<file path="src/rtl/stream_ram_loader.sv">
// Byte-stream to RAM image loader: packs bytes into DATA_W-bit words, writes them
// from BASE_ADDR upward, optionally reads each word back and flags the first mismatch.
module stream_ram_loader #(
  parameter int unsigned          DATA_W     = 32,
  parameter int unsigned          ADDR_W     = 32,
  parameter logic [ADDR_W-1:0]    BASE_ADDR  = '0,
  parameter bit                   BIG_ENDIAN = 1'b0,
  parameter int unsigned          WR_CYCLES  = 2,
  parameter int unsigned          RD_LATENCY = 1,
  parameter bit                   VERIFY     = 1'b1
) (
  input  logic              clk,
  input  logic              rst_n,
  input  logic              start,
  input  logic [7:0]        byte_data,
  input  logic              byte_valid,
  input  logic              byte_last,
  output logic              byte_ready,
  output logic [ADDR_W-1:0] address,
  output logic [DATA_W-1:0] data_input,
  input  logic [DATA_W-1:0] data_output,
  output logic              cs,
  output logic              we,
  output logic              oe,
  output logic              busy,
  output logic              finished,
  output logic              error,
  output logic [ADDR_W-1:0] err_addr,
  output logic [ADDR_W-1:0] words_written
);

  localparam int unsigned NB      = DATA_W / 8;
  localparam int unsigned IDX_W   = $clog2(NB + 1);
  localparam int unsigned CNT_MAX = (WR_CYCLES > RD_LATENCY) ? WR_CYCLES : RD_LATENCY;
  localparam int unsigned CNT_W   = $clog2(CNT_MAX + 1);

  typedef enum logic [2:0] {
    S_IDLE, S_COLLECT, S_WRITE, S_READ, S_ADVANCE, S_DONE
  } state_t;

  state_t            state, state_nxt;
  logic [IDX_W-1:0]  idx, lane;
  logic [CNT_W-1:0]  cnt;
  logic [DATA_W-1:0] word;
  logic              last_word;
  logic              accept, word_end, wr_done, rd_done;

  assign accept     = (state == S_COLLECT) && byte_valid;
  assign word_end   = accept && (byte_last || (idx == IDX_W'(NB - 1)));
  assign wr_done    = (cnt == CNT_W'(WR_CYCLES - 1));
  assign rd_done    = (cnt == CNT_W'(RD_LATENCY - 1));
  assign lane       = BIG_ENDIAN ? (IDX_W'(NB - 1) - idx) : idx;
  assign data_input = word;

  always_ff @(posedge clk or negedge rst_n) begin
    if (!rst_n) state <= S_IDLE;
    else        state <= state_nxt;
  end

  // Strobes decode straight from the state register so reset drops them at once.
  always_comb begin
    state_nxt  = state;
    byte_ready = 1'b0;
    cs         = 1'b0;
    we         = 1'b0;
    oe         = 1'b0;
    busy       = 1'b1;
    case (state)
      S_IDLE: begin
        busy = 1'b0;
        if (start) state_nxt = S_COLLECT;
      end
      S_COLLECT: begin
        byte_ready = 1'b1;
        if (word_end) state_nxt = S_WRITE;
      end
      S_WRITE: begin
        cs = 1'b1;
        we = 1'b1;
        if (wr_done) state_nxt = VERIFY ? S_READ : S_ADVANCE;
      end
      S_READ: begin
        cs = 1'b1;
        oe = 1'b1;
        if (rd_done) state_nxt = S_ADVANCE;
      end
      S_ADVANCE: state_nxt = last_word ? S_DONE : S_COLLECT;
      S_DONE: begin
        busy      = 1'b0;
        state_nxt = S_IDLE;
      end
      default: begin
        busy      = 1'b0;
        state_nxt = S_IDLE;
      end
    endcase
  end

  always_ff @(posedge clk or negedge rst_n) begin
    if (!rst_n) begin
      address       <= '0;
      err_addr      <= '0;
      words_written <= '0;
      finished      <= 1'b0;
      error         <= 1'b0;
      idx           <= '0;
      cnt           <= '0;
      word          <= '0;
      last_word     <= 1'b0;
    end else begin
      case (state)
        S_IDLE: begin
          if (start) begin
            finished      <= 1'b0;
            error         <= 1'b0;
            err_addr      <= '0;
            words_written <= '0;
            address       <= BASE_ADDR;
            idx           <= '0;
            cnt           <= '0;
            word          <= '0;
            last_word     <= 1'b0;
          end
        end
        S_COLLECT: begin
          if (accept) begin
            word[{lane, 3'b000} +: 8] <= byte_data;
            idx                       <= idx + IDX_W'(1);
            if (word_end) last_word   <= byte_last;
          end
        end
        S_WRITE: cnt <= wr_done ? '0 : cnt + CNT_W'(1);
        S_READ: begin
          if (rd_done) begin
            cnt <= '0;
            // Only the first mismatching word is recorded.
            if ((data_output != word) && !error) begin
              error    <= 1'b1;
              err_addr <= address;
            end
          end else begin
            cnt <= cnt + CNT_W'(1);
          end
        end
        S_ADVANCE: begin
          words_written <= words_written + ADDR_W'(1);
          address       <= address + ADDR_W'(NB);
          idx           <= '0;
          word          <= '0;
          if (last_word) finished <= 1'b1;
        end
        default: ;
      endcase
    end
  end

endmodule

</file>
<file path="config.mk">
export PLATFORM = sky130hd
export DESIGN_NAME = stream_ram_loader
export DESIGN_NICKNAME = d
export VERILOG_FILES = /design/src/rtl/stream_ram_loader.sv
export SDC_FILE = /design/constraint.sdc
export NUM_CORES = 1
export LEC_CHECK = 0
export CAP_MARGIN = 20
export CORE_MARGIN = 1.5
export CORE_UTILIZATION = 45
export CTS_CLUSTER_SIZE = 25
export DETAILED_ROUTE_END_ITERATION = 12
export PLACE_DENSITY = 0.78
export SLEW_MARGIN = 25
export SYNTH_ARGS = -nofsm -noshare
export SYNTH_HDL_FRONTEND = slang
export SYNTH_SLANG_ARGS = --single-unit
export TNS_END_PERCENT = 5
</file>
<file path="constraint.sdc">
create_clock -name clk -period 2.15 [get_ports clk]
set_input_delay 0.3225 -clock clk [delete_from_list [all_inputs] [get_ports clk]]
set_output_delay 0.3225 -clock clk [all_outputs]
set_load 0.02 [all_outputs]
</file>
Word-level counts from Yosys, hierarchy flattened
Cells that the tools add are included.
- $add $sub $neg: 5
- equality and inequality tests: 14
- shifts and indexed selects: 2
- muxes and demuxes: 36
- reductions and logical operators: 21
- operators with widths (operator ; count):
    32-bit case mux with 2 select lines ; 3
    32-bit two-way mux ; 4
    32-bit case mux with 3 select lines ; 1
    32-bit by 1-bit adder with 32-bit output (second input constant) ; 1
    32-bit by 3-bit adder with 32-bit output (second input constant) ; 1
    32-bit bitwise mux ; 1
    32-bit inequality test ; 1
    8-bit by 8-bit variable shift with 32-bit output (first input constant) ; 1
    8-bit by 8-bit variable part select with 32-bit output ; 1
    3-bit two-way mux ; 7
    3-bit case mux with 5 select lines ; 1
    2-bit inequality test (second input constant) ; 7
    4-bit AND reduction ; 3
    1-bit two-way mux ; 11
    3-bit by 2-bit equality test with 1-bit output (second input constant) ; 3
    3-bit case mux with 3 select lines ; 1
    6-bit negator with 8-bit output ; 1
    2-bit two-way mux ; 3
    1-bit case mux with 2 select lines ; 3
    2-bit case mux with 3 select lines ; 1
    3-bit AND reduction ; 2
    2-bit nonzero test ; 3
    3-bit nonzero test ; 2
    2-bit AND reduction ; 2
    12 further kinds ; 14
- flip-flop bits (word level): 139
- input port bits: 45

Logic depth before layout (Yosys ltp)
Gate-level depths: netlist of run 1.
- word-level depth: 6
- gate-level depth with buffers: 8
- mapped depth without buffers: 8

Least setup slack after synthesis of run 1
Ideal clock, no wire load.
- kind: flip-flop to flip-flop
- from: register address[5]
- to: register address[30]
- library setup time: 0.080 ns
- data arrival time: 1.929 ns
- setup slack: 0.140 ns
- stages on the path, launching flop included: 7
- path buffers: 1
- path through: dfrtp_1 -> and3_1 -> buf_2 -> nand4_1 -> or4_4 -> nor3_1 -> mux2i_1
- cells in the longest elaborated chain, start to end: 2
- RTL lines (element ; line ; text):
    start, declared ; 19 ; output logic [ADDR_W-1:0] address,
    start signal, assigned ; 147 ; address <= address + ADDR_W'(NB);
    32-bit by 3-bit adder with 32-bit output ; 147 ;
    32-bit case mux with 2 select lines ; 111 ; case (state)
No other way between the ends.
A chain may end at the register's enable or synchronous reset.

Worst setup path in the final report of run 1
- from: register word[23], in the netlist data_input[23]
- to: register err_addr[17]
- cells in the longest elaborated chain, start to end: 4
- RTL lines (element ; line ; text):
    start, declared ; 44 ; logic [DATA_W-1:0] word;
    start signal, assigned by index ; 127 ; word[{lane, 3'b000} +: 8] <= byte_data;
    32-bit inequality test ; 137 ; if ((data_output != word) && !error) begin
    1-bit logical AND ; 137 ;
    2-bit inequality test (no source line) ; n/a ;
    4-bit AND reduction (no source line) ; n/a ;
    end signal, assigned ; 139 ; err_addr <= address;
    end, declared ; 28 ; output logic [ADDR_W-1:0] err_addr,
No other way between the ends.

==> run metrics, run 1 <==
Non-Filler Instances 1145; final hold vios 0; Skew-Pair Late Insertion Delay ~430 ps; placed cells 1113; number of global-route vias before repair 6222; Synth top area share 0.488; CTS Buf Count 17; vias per cell 5.53; worst setup path category reg2reg; startpoint type of the worst setup path flip-flop; worst slack at placement -361 ps; post-route cell area 9880 µm²; Slew Limit Fails 0; # rows 45; DRT Pass-1 Iters 7; hold slack 410 ps; Final setup viols 0; RSZ-0062 raised after global routing true; Final period util 0.985; setup ws final 32.6 ps; Avg WL per Cell 17.2 µm; IO buf count 175; Pleak roughly 4.5 nW; clock slew at reported path FFs 60 ps; Detailed Place HPWL 13900 µm; CTS tree done; clock tree root buffer cell clkbuf_16; PwrDens 840 nW/µm²; largest cells by area after synthesis dfrtp_1 49%, mux2i_1 7.4%, nand2_1 6.7%, o21ai_0 4.7%, xor2_1 4.1%; Max Clock Freq roughly 470 MHz; Unique masters post-synth 49; # fillers 1231; Worst Path Required 2490 ps; initial antenna violation count 0; top_reg_cell synth dfrtp_1; worst-path maximum fanout 19; Sink Count ~140; Worst slew margin 0.521; Slew @ Worst Pin 718 ps; final core occ 0.655; Die W ~130 µm; Post-Syn Area 6920 µm²; Post-CTS Setup Inserts 0; Critical Path AT 2460 ps; cell taking the most area after synthesis dfrtp_1; top post-synthesis cells by count 135 x dfrtp_1, 124 x nand2_1, 65 x o21ai_0, 51 x mux2i_1, 45 x nand3_1; DR iter-0 viols 422; dpl cell area 9300 µm²; maxcap violations 0; Syn Inst Count 726; cell with the most instances after synthesis dfrtp_1; Routed Antenna Nets 0; Final Power just over 8 mW; Avg Cell Area, Syn about 9.5 µm²; total die area 16100 µm²; final WL roughly 20000 µm; global route overflow 0; starting density of the core 0.458; register area share after synthesis 0.488; Crit Reg-Reg Startpoint data_input[23]$_DFFE_PN0P_; post-synthesis register bit count around 140; ratio of cells with drive above 1 in the final layout 0.117; Fin Clk Skew 12.0 ps; Total GRT Usage 0.250; critical path capture point type flip-flop; Hold Path Class in2async; I/O pins between 150 and 200; core area 15100 µm²; run status finished clean; first-pass GRT wire length about 32000 µm; diodes inserted 0; asr flop ratio synth 1.00; area grow syn2layout 42.9%; CP startpoint data_input[23]$_DFFE_PN0P_; Setup TNS 0 ps; warnings from Yosys 0; Peak VDD IR 0.610 mV; H-tree Lvls 4; clock period minus worst slack 2120 ps; clk buf depth 2; die boundary height 127 µm; largest net degree at the start of global routing 51; fin nets roughly 1000; Post-synth EDFFs 0; DR vias 6334; DRC 0; GPL Wtd Cong 0.870
## where the power goes
part / internal (mW) / switching (mW) / total [mW]
Combinational: 1.04 / 1.74 / 2.78
Sequential: 2.70 / 0.135 / 2.83
Clock: 1.56 / 1.13 / 2.69
Total: 5.30 / 3.00 / 8.31
## layout make-up
cell class	instances	area (µm²)	area share
clock inverters	10	75.1	0.00760
flip-flops and latches	135	3380	0.342
multi-input cells	514	3290	0.333
repair buffers	238	2290	0.232
inverters	39	146	0.0148
well taps	188	235	0.0238
clock buffers	21	470	0.0476
## metal layers
metal | track usage | wire (µm) | up-vias
li1 | - | - | 3032
met1 | 0.317 | 8540 | 3077
met2 | 0.414 | 9630 | 191
met3 | 0.0578 | 1050 | 34
met4 | 0.107 | 446 | 0
met5 | 0 | 0 | -
## repair_timing
action | in CTS | in global routing
endpoints found under the hold margin | 47 | 0
gates resized for setup | 6 | 6
setup endpoints to repair | 6 | 34
pin swaps | 0 | 4
hold buffers | 1 | 0
## final timing paths
check,to,slack [ps],cells after the start
max in group asynchronous,words_written[18]$_DFFE_PN0P_,1040,3
hold / removal,err_addr[22]$_DFFE_PN0P_,410,2
setup / recovery,err_addr[17]$_DFFE_PN0P_,30,6
setup reg to reg,err_addr[17]$_DFFE_PN0P_,30,6
min in group clk,words_written[31]$_DFFE_PN0P_,480,1
hold reg to reg,words_written[31]$_DFFE_PN0P_,480,1
## placed cells by master (no fill, tap or decap), types with 5 or more instances in the layout
master,Yosys,final
a21oi_1,10,10
a32o_1,8,8
and3_1,13,13
and4_1,5,5
buf_12,0,5
buf_4,5,57
clkbuf_16,0,17
clkdlybuf4s50_1,0,169
dfrtp_1,135,135
ha_1,12,12
inv_1,39,39
mux2i_1,51,51
nand2_1,124,123
nand3_1,45,44
nand4_1,37,37
nor2_1,22,20
nor3_1,12,12
nor4_1,9,7
o211ai_1,15,15
o21ai_0,65,65
o31ai_1,16,16
xor2_1,32,32
## sequential cells by signal, summed over array words and instances, names as in the netlist
signal,cells
err_addr,30
cnt,2
idx,3
words_written,32
address,30
state,3
data_input,32
error,1
last_word,1
finished,1
## cell families after synthesis
logic type,Yosys count,synth area share
DFF,135,0.488
buffers and inverters,80,0.0481
muxes,51,0.0738
AOI/OAI and AO/OA,131,0.119
adders and majority gates,12,0.0217
other,1,0.000542
xor gates and xnor gates,33,0.0418
and+or+nand+nor,283,0.207
## critical path, stage by stage, from the launching register on
cell and delay (ps):
dfrtp_1 410, xor2_1 170, nor4_1 440, nand4_1 230
o2111ai_4 320, buf_12 220, mux2i_1 220
(Power assumes the default switching activity.)
==> run 2, diff against run 1 <==
Settings changed: CORE_ASPECT_RATIO set to 1.75, CORE_MARGIN 1.5 to 8.
==> run 2 against run 1 <==
Effect of this change:
- power rose by 7.3%
- global-route usage fell by 3.6 points
- non-clock buffer count rose by 10
- wire length rose by 7.9%
- cell area rose by 2.4%
- count of clock-buffer cells in the layout fell by 1
- setup slack improved by 34 ps
==> run metrics, run 2 (same netlist as run 1, synthesis figures left out) <==
clk buf depth 2 (unchanged); most frequent cell on the critical path buf_12; Avg WL per Cell 18.4 µm (+7.0%); die boundary height 180 µm (+42%); final WL 21200 µm (+7.9%); Max Clock Freq 480 MHz (+1.6%); number of global-route vias before repair 6561 (+5.4%); area grow syn2layout 46.3%; CP Cell Sequence xor2_1 -> nor4_2 -> nand4_1 -> o2111ai_4 -> buf_12 -> buf_12 -> mux2i_1; Worst Path Buf+Inv 2 (+1); Pleak 4.61 nW (+2.6%); H-tree Lvls 4 (unchanged); Fin Clk Skew 10.6 ps (-1.47 ps); Slew @ Worst Pin 731 ps (+12.6 ps); Peak VDD IR 0.565 mV (-7.4%); Skew-Pair Late Insertion Delay 410 ps (-20 ps); first-pass GRT wire length 33500 µm (+5.5%); I/O pins 180 (unchanged); dpl cell area 9320 µm² (+0.24%); Worst slew margin 0.512 (-0.00838); CTS Buf Count 17 (unchanged); maxcap violations 0 (unchanged); largest net degree at the start of global routing 78 (+53%); starting density of the core 0.454 (-0.00452); vias per cell 5.53 (about the same); DR iter-0 viols 333 (-21%); Die W 110 µm (-14%); CTS tree done; GPL Wtd Cong 0.850 (-2.3%); Critical Path AT 2410 ps (-50 ps); fin nets 1012 (+1.0%); IO buf count 175 (unchanged); # fillers 1213 (-1.5%); worst-path maximum fanout 7 (-12); Worst path top cell family by delay simple AND/OR/NAND/NOR gates; Final setup viols 0 (unchanged); Hold Path Class in2async; ratio of cells with drive above 1 in the final layout 0.128 (+0.0111); Slew Limit Fails 0 (unchanged); PwrDens 881 nW/µm² (+4.8%); RSZ-0062 raised after global routing true; worst setup path category reg2reg; final hold vios 0 (unchanged); clock period minus worst slack 2080 ps (-34.1 ps); diodes inserted 0 (unchanged); critical path capture point type flip-flop; global route overflow 0 (unchanged); Slowest-stage cell, CP dfrtp_1; commonest non-fill, non-tap cells in the layout 169 x clkdlybuf4s50_1, 135 x dfrtp_1, 124 x nand2_1, 65 x o21ai_0, 61 x buf_4; clock tree root buffer cell clkbuf_16; # rows 60 (+33%); run status finished clean; DR vias 6378 (+0.69%); initial antenna violation count 0 (unchanged); DRC 0 (unchanged); DRT Pass-1 Iters 4 (-3); startpoint type of the worst setup path flip-flop; Worst Path Required 2470 ps (-20 ps); total die area 19700 µm² (+22%); final core occ 0.664 (+0.00898); post-route cell area 10100 µm² (+2.4%); commonest non-fill, non-tap cell in the layout clkdlybuf4s50_1; Sink Count 135 (unchanged); Routed Antenna Nets 0 (unchanged); core area 15200 µm² (+0.99%); Detailed Place HPWL 15700 µm (+13%); Critical Path Max Stage Delay 410 ps (-30 ps); Total GRT Usage 0.215 (-0.0355); clock slew at reported path FFs 60 ps (about the same); Final period util 0.969 (-0.0158)
## run 2: cell types whose count changed in the layout (fill, tap and decap cells not counted), sizes merged, moves of 2 or more
cell,previous run,this run
clkinvlp,4,2
buf,63,71
inv,39,44
clkinv,6,1
bufinv,0,4
## run 2: path summary, 6_finish.rpt
check	start	endpoint	slack [ps]	cells after the start
max reg2reg	data_input[14]$_DFFE_PN0P_	err_addr[28]$_DFFE_PN0P_	70	7
max in group asynchronous	rst_n	address[29]$_DFFE_PN0P_	1080	3
max	data_input[14]$_DFFE_PN0P_	err_addr[28]$_DFFE_PN0P_	70	7
min	rst_n	data_input[2]$_DFFE_PN0P_	410	2
min in group clk	words_written[31]$_DFFE_PN0P_	words_written[31]$_DFFE_PN0P_	480	1
min reg2reg	words_written[31]$_DFFE_PN0P_	words_written[31]$_DFFE_PN0P_	480	1
## run 2: cell type report
class                      instances  area, µm²  area share
sequential                       135       3380       0.334
multi-input combinational        514       3280       0.324
timing repair buffer             248       2440       0.241
clock buffer                      20        457      0.0451
tap                              186        233      0.0230
clock inverter                    12        188      0.0186
inverter                          39        146      0.0145
## run 2: metal layers
layer / vias to the layer above / track usage / share of wire
met3: 34 / 0.0505 / 0.070
li1: 3043 / - / -
met2: 227 / 0.386 / 0.53
met1: 3074 / 0.228 / 0.36
met4: 0 / 0.0913 / 0.034
met5: - / 0 / 0
## run 2: repair_timing
item,CTS,global route
endpoints found under the hold margin,44,0
setup buffers,0,8
hold buffers,1,0
setup endpoints to repair,16,44
pin swaps,0,13
gates cloned,0,2
gates resized for setup,8,5
## run 2: where the power goes
| group | switching (mW) | internal [mW] |
|---|---|---|
| clock | 1.14 | 2.03 |
| combinational | 1.74 | 1.18 |
| sequential | 0.127 | 2.70 |
## run 2: stage by stage
stage	setup slack (ps)	TNS, ps	hold slack (ps)	cells	total power, mW
global placement	-329	-10650	289	1112	5.65
floorplan	140	0	26.9	729	4.38
CTS	15.3	0	417	1145	8.85
detailed placement	-332	-9340	289	1112	5.70
finish	66.7	0	413	1154	8.91
global route	-26.8	-229	438	1154	9.34
==> run 3, diff against run 2 <==
Settings changed: GPL_TIMING_DRIVEN set to 0.
==> run 3 against run 2 <==
Effect of this change:
- count of clock-buffer cells in the layout decreased by 2
- critical path depth unchanged
- cell count decreased by 1.4%
- highest routed layer unchanged
- global-route usage increased by 0.80 points
- the run now ends with negative setup slack left
- cell area decreased by 2.3%
- sequential share of layout area increased by 0.88 points
- largest cell class unchanged
- combinational power increased by 2%
- critical path type unchanged
- wire length increased by 5.3%
- clock power decreased by 12%
- critical endpoint is now err_addr[14]$_DFFE_PN0P_
==> run metrics, run 3 (same netlist as run 1, synthesis figures left out) <==
setup ws final -63.9 ps (-131 ps); failing checks negative setup slack; I/O pins 180 (unchanged); Avg WL per Cell 19.6 µm (+6.7%); DRT Pass-1 Iters 5 (+1); hold slack 488 ps (+74.9 ps); clk buf depth 2 (unchanged); run status complete, but fails checks; worst-path maximum fanout 5 (-2); Worst slew margin 0.536 (+0.0237); first-pass GRT wire length 34500 µm (+2.8%); Final setup viols 25 (+25); critical path capture point type flip-flop; DR WL met3 1490 µm (+0.61%); DR vias 6518 (+2.2%); Final period util 1.03 (+0.0608); Sw Share 0.366 (+0.0284); DRC 0 (unchanged); Slew Limit Fails 0 (unchanged); diodes inserted 0 (unchanged); Fin Clk Skew 9.47 ps (-1.09 ps); DR iter-0 viols 325 (-2.4%); initial antenna violation count 0 (unchanged); Sink Count 135 (unchanged); clock slew at reported path FFs 60 ps (about the same); commonest non-fill, non-tap cell in the layout clkdlybuf4s50_1; ratio of cells with drive above 1 in the final layout 0.121 (-0.00730); worst setup path category reg2reg; CTS Buf Count 17 (unchanged); clock power share 0.322 (-0.033); die boundary height 180 µm (unchanged); global route overflow 0 (unchanged); Comb pwr share 0.342 (+0.014); Setup TNS -630 ps (-630 ps); final hold vios 0 (unchanged); core area 15200 µm² (unchanged); Total GRT Usage 0.223 (+0.00799); vias per cell 5.73 (+3.6%); CTS tree done; Psw 3.17 mW (+5.6%); startpoint type of the worst setup path flip-flop; IO buf count 175 (unchanged); Skew-Pair Late Insertion Delay 410 ps (about the same); Top Layer Used met4; largest net degree at the start of global routing 88 (+13%); multi-input logic area 3380 µm² (+3.1%); Hold Path Class in2async; fin nets 997 (-1.5%); Max Clock Freq 452 MHz (-5.9%); Pleak 4.42 nW (-4.2%); total die area 19700 µm² (unchanged); Sequential cell area 3390 µm² (+0.26%); # rows 60 (unchanged); Slew @ Worst Pin 696 ps (-34.8 ps); clock tree root buffer cell clkbuf_16; Routed Antenna Nets 0 (unchanged); maxcap violations 0 (unchanged); met2 wire length 11900 µm (+5.5%); Worst Path Required 2490 ps (+20 ps); H-tree Lvls 4 (unchanged); Critical Path AT 2550 ps (+140 ps); Die W 110 µm (unchanged); number of global-route vias before repair 6568 (+0.11%); Peak VDD IR 0.626 mV (+11%); PwrDens 879 nW/µm² (-0.24%); wl on met1 7840 µm (+1.5%); # fillers 1261 (+4.0%); Pint 5.51 mW (-6.7%); Detailed Place HPWL 16400 µm (+4.2%); GPL Wtd Cong 0.851 (+0.13%); commonest non-fill, non-tap cells in the layout 169 x clkdlybuf4s50_1, 128 x dfrtp_1, 123 x nand2_1, 65 x o21ai_0, 51 x mux2i_1; final WL 22300 µm (+5.3%); clock period minus worst slack 2210 ps (+131 ps); Reg power frac 0.336 (+0.019); RSZ-0062 raised after global routing true; starting density of the core 0.454 (unchanged); area grow syn2layout 42.9%
-- run 3: changes by cell type in the layout (fill, tap and decap cells not counted), sizes merged --
cell | before | now
buf | 71 | 36
bufinv | 4 | 2
clkbuf | 22 | 42
clkinv | 1 | 8
clkinvlp | 2 | 3
dlygate4sd2 | 5 | 3
inv | 44 | 39
-- run 3: area by class of cell --
cell class	count	area share
Multi-Input combinational cell	514	0.342
Tap cell	186	0.0236
Buffer	40	0.0241
Inverter	39	0.0151
Timing Repair Buffer	193	0.195
Sequential cell	135	0.343
Clock buffer	18	0.0434
Clock inverter	13	0.0135
-- run 3: final timing paths --
kind	start	end	slack, ps	cells after the start
worst max-delay path	data_input[7]$_DFFE_PN0P_	err_addr[14]$_DFFE_PN0P_	-60	7
worst min-delay path	rst_n	data_input[9]$_DFFE_PN0P_	490	2
worst max register to register	data_input[7]$_DFFE_PN0P_	err_addr[14]$_DFFE_PN0P_	-60	7
worst min register to register	words_written[31]$_DFFE_PN0P_	words_written[31]$_DFFE_PN0P_	490	1
max in group asynchronous	rst_n	words_written[4]$_DFFE_PN0P_	980	3
min in group clk	words_written[31]$_DFFE_PN0P_	words_written[31]$_DFFE_PN0P_	490	1
-- run 3: repair_timing --
item | CTS | global route
setup buffers | 3 | 12
cloned | 1 | 0
setup endpoints to repair | 109 | 93
hold buffers | 1 | 0
pin swaps | 4 | 13
hold endpoints to repair | 86 | 0
gates resized for setup | 47 | 43
-- run 3: critical path: stages, from the launching register on --
cell	delay, ps
dfrtp_1	430
xor2_2	180
nor4_2	310
nand4_1	330
o2111ai_4	410
buf_6	170
buf_16	120
mux2i_1	170
-- run 3: stage by stage --
step | setup slack (ps) | instances | power [mW] | area [µm²] | util
after global routing | -167 | 1138 | 9.06 | 9880 | 0.648
after detailed placement | -700 | 1091 | 5.44 | 8940 | 0.587
final | -63.9 | 1138 | 8.68 | 9880 | 0.648
after CTS | -150 | 1127 | 8.43 | 9680 | 0.635
after floorplan | 140 | 729 | 4.38 | 6930 | -
after global placement | -4720 | 1090 | 5.39 | 8910 | 0.585
-- run 3: metal layers --
layer	vias up	track usage
li1	3019	-
met1	3152	0.230
met2	281	0.399
met3	66	0.0487
met4	0	0.118
met5	-	0
-- run 3: power groups by stage --
| stage | Clock (mW) | Combinational (mW) | Sequential (mW) |
|---|---|---|---|
| floorplan | 0 | 1.38 | 3.00 |
| global placement | 0 | 2.47 | 2.93 |
| detailed placement | 0 | 2.50 | 2.94 |
| CTS | 2.83 | 2.69 | 2.90 |
| global route | 2.94 | 3.18 | 2.94 |
| finish | 2.79 | 2.97 | 2.92 |
==> edit 1, RTL diff (config.mk and constraints of run 2) <==
The parameter `RD_LATENCY` goes from 1 to 2.
--- a/src/rtl/stream_ram_loader.sv
+++ b/src/rtl/stream_ram_loader.sv
@@ -8,3 +8,3 @@
   parameter int unsigned          WR_CYCLES  = 2,
-  parameter int unsigned          RD_LATENCY = 1,
+  parameter int unsigned          RD_LATENCY = 2,
   parameter bit                   VERIFY     = 1'b1
Formal check against the unedited RTL: not equivalent (Yosys sat finds a counterexample within 10 cycles, from zero or initial values and one cycle with rst_n low).
==> edit 1 against run 2 <==
Total power down 11%. Core utilization down 1.2 points. Cell area down 8.8%. Synthesized area down 7.0%. Setup slack better by 17 ps. Clock skew up 0.79 ps. Via count down 6.2%. Sequential cell count unchanged. Routed wire length down 7.1%.
==> edit 1: results (changes against run 2) <==
GRT
  – Vias in the first global route: 6324 (-3.6%)
  – Gr usage total: 21.7% (+0.20 points)
  – First-pass GRT wire length: 32.3 mm (-3.5%)

Drt
  – Metal3 WL: 1.43 mm (-3.7%)
  – DRT met1 WL: 6.90 mm (-11%)
  – Vias per cell: 5.82 (+5.2%)
  – Initial drt markers: 337 (+1.2%)
  – WL final: 19.7 mm (-7.1%)
  – Routed wl met2: 10.7 mm (-5.6%)

Placement
  – Post-DP HPWL: 15.0 mm (-5.0%)
  – Routability Congestion: 0.888 (+4.5%)

Timing
  – Clock Skews: 11.4 ps (+0.790 ps)
  – Slew HR: 63.2% (+12 points)

Critical path
  – Worst Path Max Fanout: 8 (+1)
  – Critical path arrival: 2360 ps (-50 ps)
  – Slowest stage delay, CP: 350 ps (-60 ps)

Cells and area
  – Fillers: 1132 (-6.7%)
  – Final net count: 890 (-12%)
  – Share of cells above drive strength 1: 10.2% (-2.6 points)

Synthesis
  – Synth area leaders: dfrtp_1, xnor2_1, o21ai_0, a22o_1, nand4_1
  – Register area share after synthesis: 52.5% (+3.7 points)
  – Number of distinct library cells after synthesis: 52 (+6.1%)
  – Fraction of registers with async set/reset: 100% (unchanged)
  – Syn. warnings: 0 (unchanged)
  – Top post-synthesis cells by count: dfrtp_1, o21ai_0, nand2_1

Clocking
  – Root Buffer: clkbuf_16

Power
  – Lkg Pwr: 3.84 nW (-17%)
  – VDD IR max: 0.625 mV (+11%)

Outcome
  – Status: complete, no violations
[edit 1: changes by cell type after synthesis, sizes merged, moves of 7 or more]
cell | before | now
nor3 | 12 | 5
mux2i | 51 | 13
xnor2 | 1 | 34
nand3 | 45 | 53
nand2 | 124 | 56
and3 | 13 | 5
xor2 | 32 | 2
a22o | 2 | 33
buf | 17 | 5
[edit 1: layer usage]
metal | GRT usage [%] | vias up
met5 | 0 | -
met4 | 10.1 | 0
met3 | 6.41 | 45
met2 | 38.8 | 242
met1 | 22.4 | 2957
li1 | - | 2741
[edit 1: what timing repair did]
action / in CTS / in global routing
buffers inserted: 0 / 1
resized for setup: 7 / 7
hold buffers: 1 / 0
setup endpoints to repair: 17 / 29
endpoints found under the hold margin: 53 / 0
pin swaps: 0 / 3
[edit 1: kinds of logic after synthesis]
group | share of synthesized area, %
buf+inv | 4.05
compound gates | 16.7
flops | 52.5
other cells | 0.0583
simple gates | 18.0
mux | 2.02
xor+xnor | 4.90
fa+ha+maj | 1.75
[edit 1: final timing paths]
check / from / endpoint / slack [ps] / cells past startpoint
min in group clk: words_written[31] / words_written[31] / 480 / 1
hold / removal: rst_n / data_input[12] / 440 / 2
setup reg to reg: idx[0] / data_input[4] / 80 / 7
hold reg to reg: words_written[31] / words_written[31] / 480 / 1
setup / recovery: idx[0] / data_input[4] / 80 / 7
max in group asynchronous: rst_n / address[30] / 1070 / 3
[edit 1: worst max-delay path, delay by kind of cell, from the launching register on]
| family | cells | cell delay [ps] |
|---|---|---|
| adder cells (fa/ha/maj) | 2 | 520 |
| AND/OR/NAND/NOR | 2 | 500 |
| AO/OA/AOI/OAI | 2 | 500 |
| flip-flops | 1 | 350 |
| buffers and inverters | 1 | 90 |
[edit 1: report_power, final]
part	switching (W)	internal, W	total, W
Combinational	0.00144	0.000910	0.00235
Clock	0.00120	0.00153	0.00273
Sequential	0.000171	0.00270	0.00287
[edit 1: final cells by class]
| class | count | area, µm² | area share [%] |
|---|---|---|---|
| clock buffer | 17 | 425 | 4.61 |
| clock inverter | 15 | 133 | 1.44 |
| inverter | 33 | 124 | 1.34 |
| multi-input combinational | 434 | 2850 | 30.9 |
| sequential | 135 | 3380 | 36.6 |
| tap | 180 | 225 | 2.44 |
| timing repair buffer | 215 | 2100 | 22.7 |
[edit 1: metrics by stage]
stage / TNS (ps) / setup slack (ps) / cells / instance area (µm²) / hold WS, ps
finish: 0 / 83.7 / 1029 / 9230 / 442
global route: -39.1 / -39.1 / 1029 / 9230 / 472
CTS: 0 / 11.9 / 1028 / 9200 / 456
detailed placement: -5080 / -180 / 995 / 8640 / 325
global placement: -4040 / -136 / 995 / 8640 / 317
floorplan: 0 / 98.4 / 634 / 6440 / 26.9
==> edit 2, RTL diff (settings of run 2) <==
Made on the original files. The 6 states of `state_t` get a one-hot encoding in 6 bits.
--- a/src/rtl/stream_ram_loader.sv
+++ b/src/rtl/stream_ram_loader.sv
@@ -36,4 +36,4 @@
 
-  typedef enum logic [2:0] {
-    S_IDLE, S_COLLECT, S_WRITE, S_READ, S_ADVANCE, S_DONE
+  typedef enum logic [5:0] {
+    S_IDLE = 6'b000001, S_COLLECT = 6'b000010, S_WRITE = 6'b000100, S_READ = 6'b001000, S_ADVANCE = 6'b010000, S_DONE = 6'b100000
   } state_t;
Formal check against the unedited RTL: same outputs for any inputs over 4 cycles, from zero or initial values and one cycle with rst_n low; so few cycles prove little.
==> edit 2 against run 2 <==
Sequential cell count is 3 higher. Worst hold slack better by 7.7 ps. Register-to-register slack worse by 210 ps. Maximum frequency is 12% lower. The flow now finishes with violations (negative setup slack). Total power is 1.7% higher. Combinational power is 14% higher. Clock skew is 2.8 ps higher. Routed wire length is 0.85% higher. Sequential power is 2% higher. Setup slack worse by 280 ps. Die area is 1.0% higher. Highest routed layer unchanged. Synthesized area is 1.2% higher. Cell area is 2.7% higher.
==> edit 2: results (changes against run 2) <==
Drt
  – Total vias in the final route: 6405 (+0.42%)
  – WL final: 21.4 mm (+0.85%)
  – DRT met1 WL: 7.31 mm (-5.4%)
  – Drt first pass iters: 4 (unchanged)
  – Initial drt markers: 216 (-35%)
  – Vias per cell: 5.46 (-1.2%)
  – Metal3 WL: 1.08 mm (-27%)
  – Top sig layer: met4
  – Routed wl met2: 12.1 mm (+6.8%)

Clocking
  – Clk_lat worst skew: 410 ps (about the same)
  – CTS Buf Count: 17 (unchanged)
  – Worst-path clk slew: 60 ps (about the same)
  – # H-tree levels: 4 (unchanged)
  – Root Buffer: clkbuf_16
  – Clock buffer depth: 2 (unchanged)

Worst hold path
  – Worst hold path type: input port to async pin

GRT
  – GR Layer Usage met2: 40.1% (+1.5 points)
  – First-pass GRT wire length: 34.1 mm (+1.7%)
  – Met3 GRT Util: 4.63% (-0.42 points)
  – GR Util met1: 21.2% (-1.6 points)
  – Largest net degree at the start of global routing: 48 (-38%)
  – Vias in the first global route: 6813 (+3.8%)
  – Gr usage total: 21.6% (+0.17 points)
  – Initial antenna violation count: 1 (+1)

Power
  – Lkg Pwr: 4.27 nW (-7.5%)
  – VDD IR max: 0.712 mV (+26%)

Synthesis
  – Synth area leaders: dfrtp_1, xnor2_1, nand2_1, mux2i_1, o31ai_1
  – Number of distinct library cells after synthesis: 56 (+14%)
  – Fraction of registers with async set/reset: 100% (unchanged)
  – Gate Count Post-Synth: 716 (-1.4%)
  – Top post-synthesis cells by count: dfrtp_1, nand2_1, xnor2_1
  – Register area share after synthesis: 49.4% (+0.52 points)
  – Syn. warnings: 0 (unchanged)

Critical path
  – Critical path arrival: 2040 ps (-370 ps)
  – Slowest stage cell, crit path: dfrtp_1
  – Worst Path Max Fanout: 3 (-4)
  – CP top delay family: buffers and inverters
  – Slowest stage delay, CP: 420 ps

Outcome
  – Status: complete, but fails checks
  – Failing checks: negative setup slack

Cells and area
  – Share of cells above drive strength 1: 16.3% (+3.5 points)
  – Final net count: 1030 (+1.8%)

Timing
  – Slew HR: 63.5% (+12 points)
  – Setup violations, final: 39 (+39)
  – PnR worst setup slack: -210 ps (-277 ps)
  – Clock Skews: 13.4 ps (+2.81 ps)

Placement
  – Dpl cells: 1130 (+1.6%)
  – Routability Congestion: 0.839 (-1.3%)
  – Port Buffer Count: 175 (unchanged)
  – Post-DP HPWL: 16.2 mm (+2.8%)
-- edit 2: through the flow --
step           cell area, µm²  utilization, %  power [W]  worst slack [ps]  setup TNS, ps
2_1_floorplan            7010               -    0.00443             -31.7          -88.1
3_3_place_gp             9560            62.4    0.00590              -157          -5240
3_5_place_dp             9560            62.4    0.00595              -249          -8350
4_1_cts                 10200            66.8    0.00892              -220          -1400
5_1_grt                 10400            67.9    0.00948              -244          -6630
6_report                10400            67.9    0.00907              -210          -2170
-- edit 2: power by group --
group	internal (W)	leakage [nW]	switching, W
sequential	0.00276	1.92	0.000148
combinational	0.00149	2.08	0.00183
clock	0.00165	0.269	0.00119
-- edit 2: area by class of cell --
type	count	area (µm²)
Tap cell	186	233
Inverter	52	195
Antenna cell	1	2.50
Timing Repair Buffer	260	2540
Multi-Input combinational cell	504	3390
Clock buffer	19	443
Sequential cell	138	3450
Fill cell	1193	4920
Clock inverter	13	133
-- edit 2: kinds of logic (layout without fill, tap and decap cells) --
group	Yosys count	after routing	synth area share [%]
simple gates	263	263	18.9
xor+xnor	62	62	7.76
other cells	1	5	0.0536
flops	138	138	49.4
mux	31	31	4.43
fa+ha+maj	12	12	2.15
buf+inv	77	344	4.42
compound gates	132	132	13.0
-- edit 2: timing repair --
action	4_1_cts	5_1_grt
buffers inserted	3	6
endpoints found under the hold margin	44	0
hold buffers	1	0
resized for setup	20	37
setup endpoints to repair	45	93
pin swaps	6	9
-- edit 2: final timing paths --
kind                                  start  cells past startpoint  slack [ps]                end
worst max register to register     state[4]                     10        -140  words_written[21]
max in group asynchronous             rst_n                      3        1120       err_addr[28]
worst min-delay path                  rst_n                      2         420             cnt[1]
min in group clk                err_addr[5]                      2         520        err_addr[5]
worst max-delay path               state[4]                      7        -210               busy
worst min register to register  err_addr[5]                      2         520        err_addr[5]
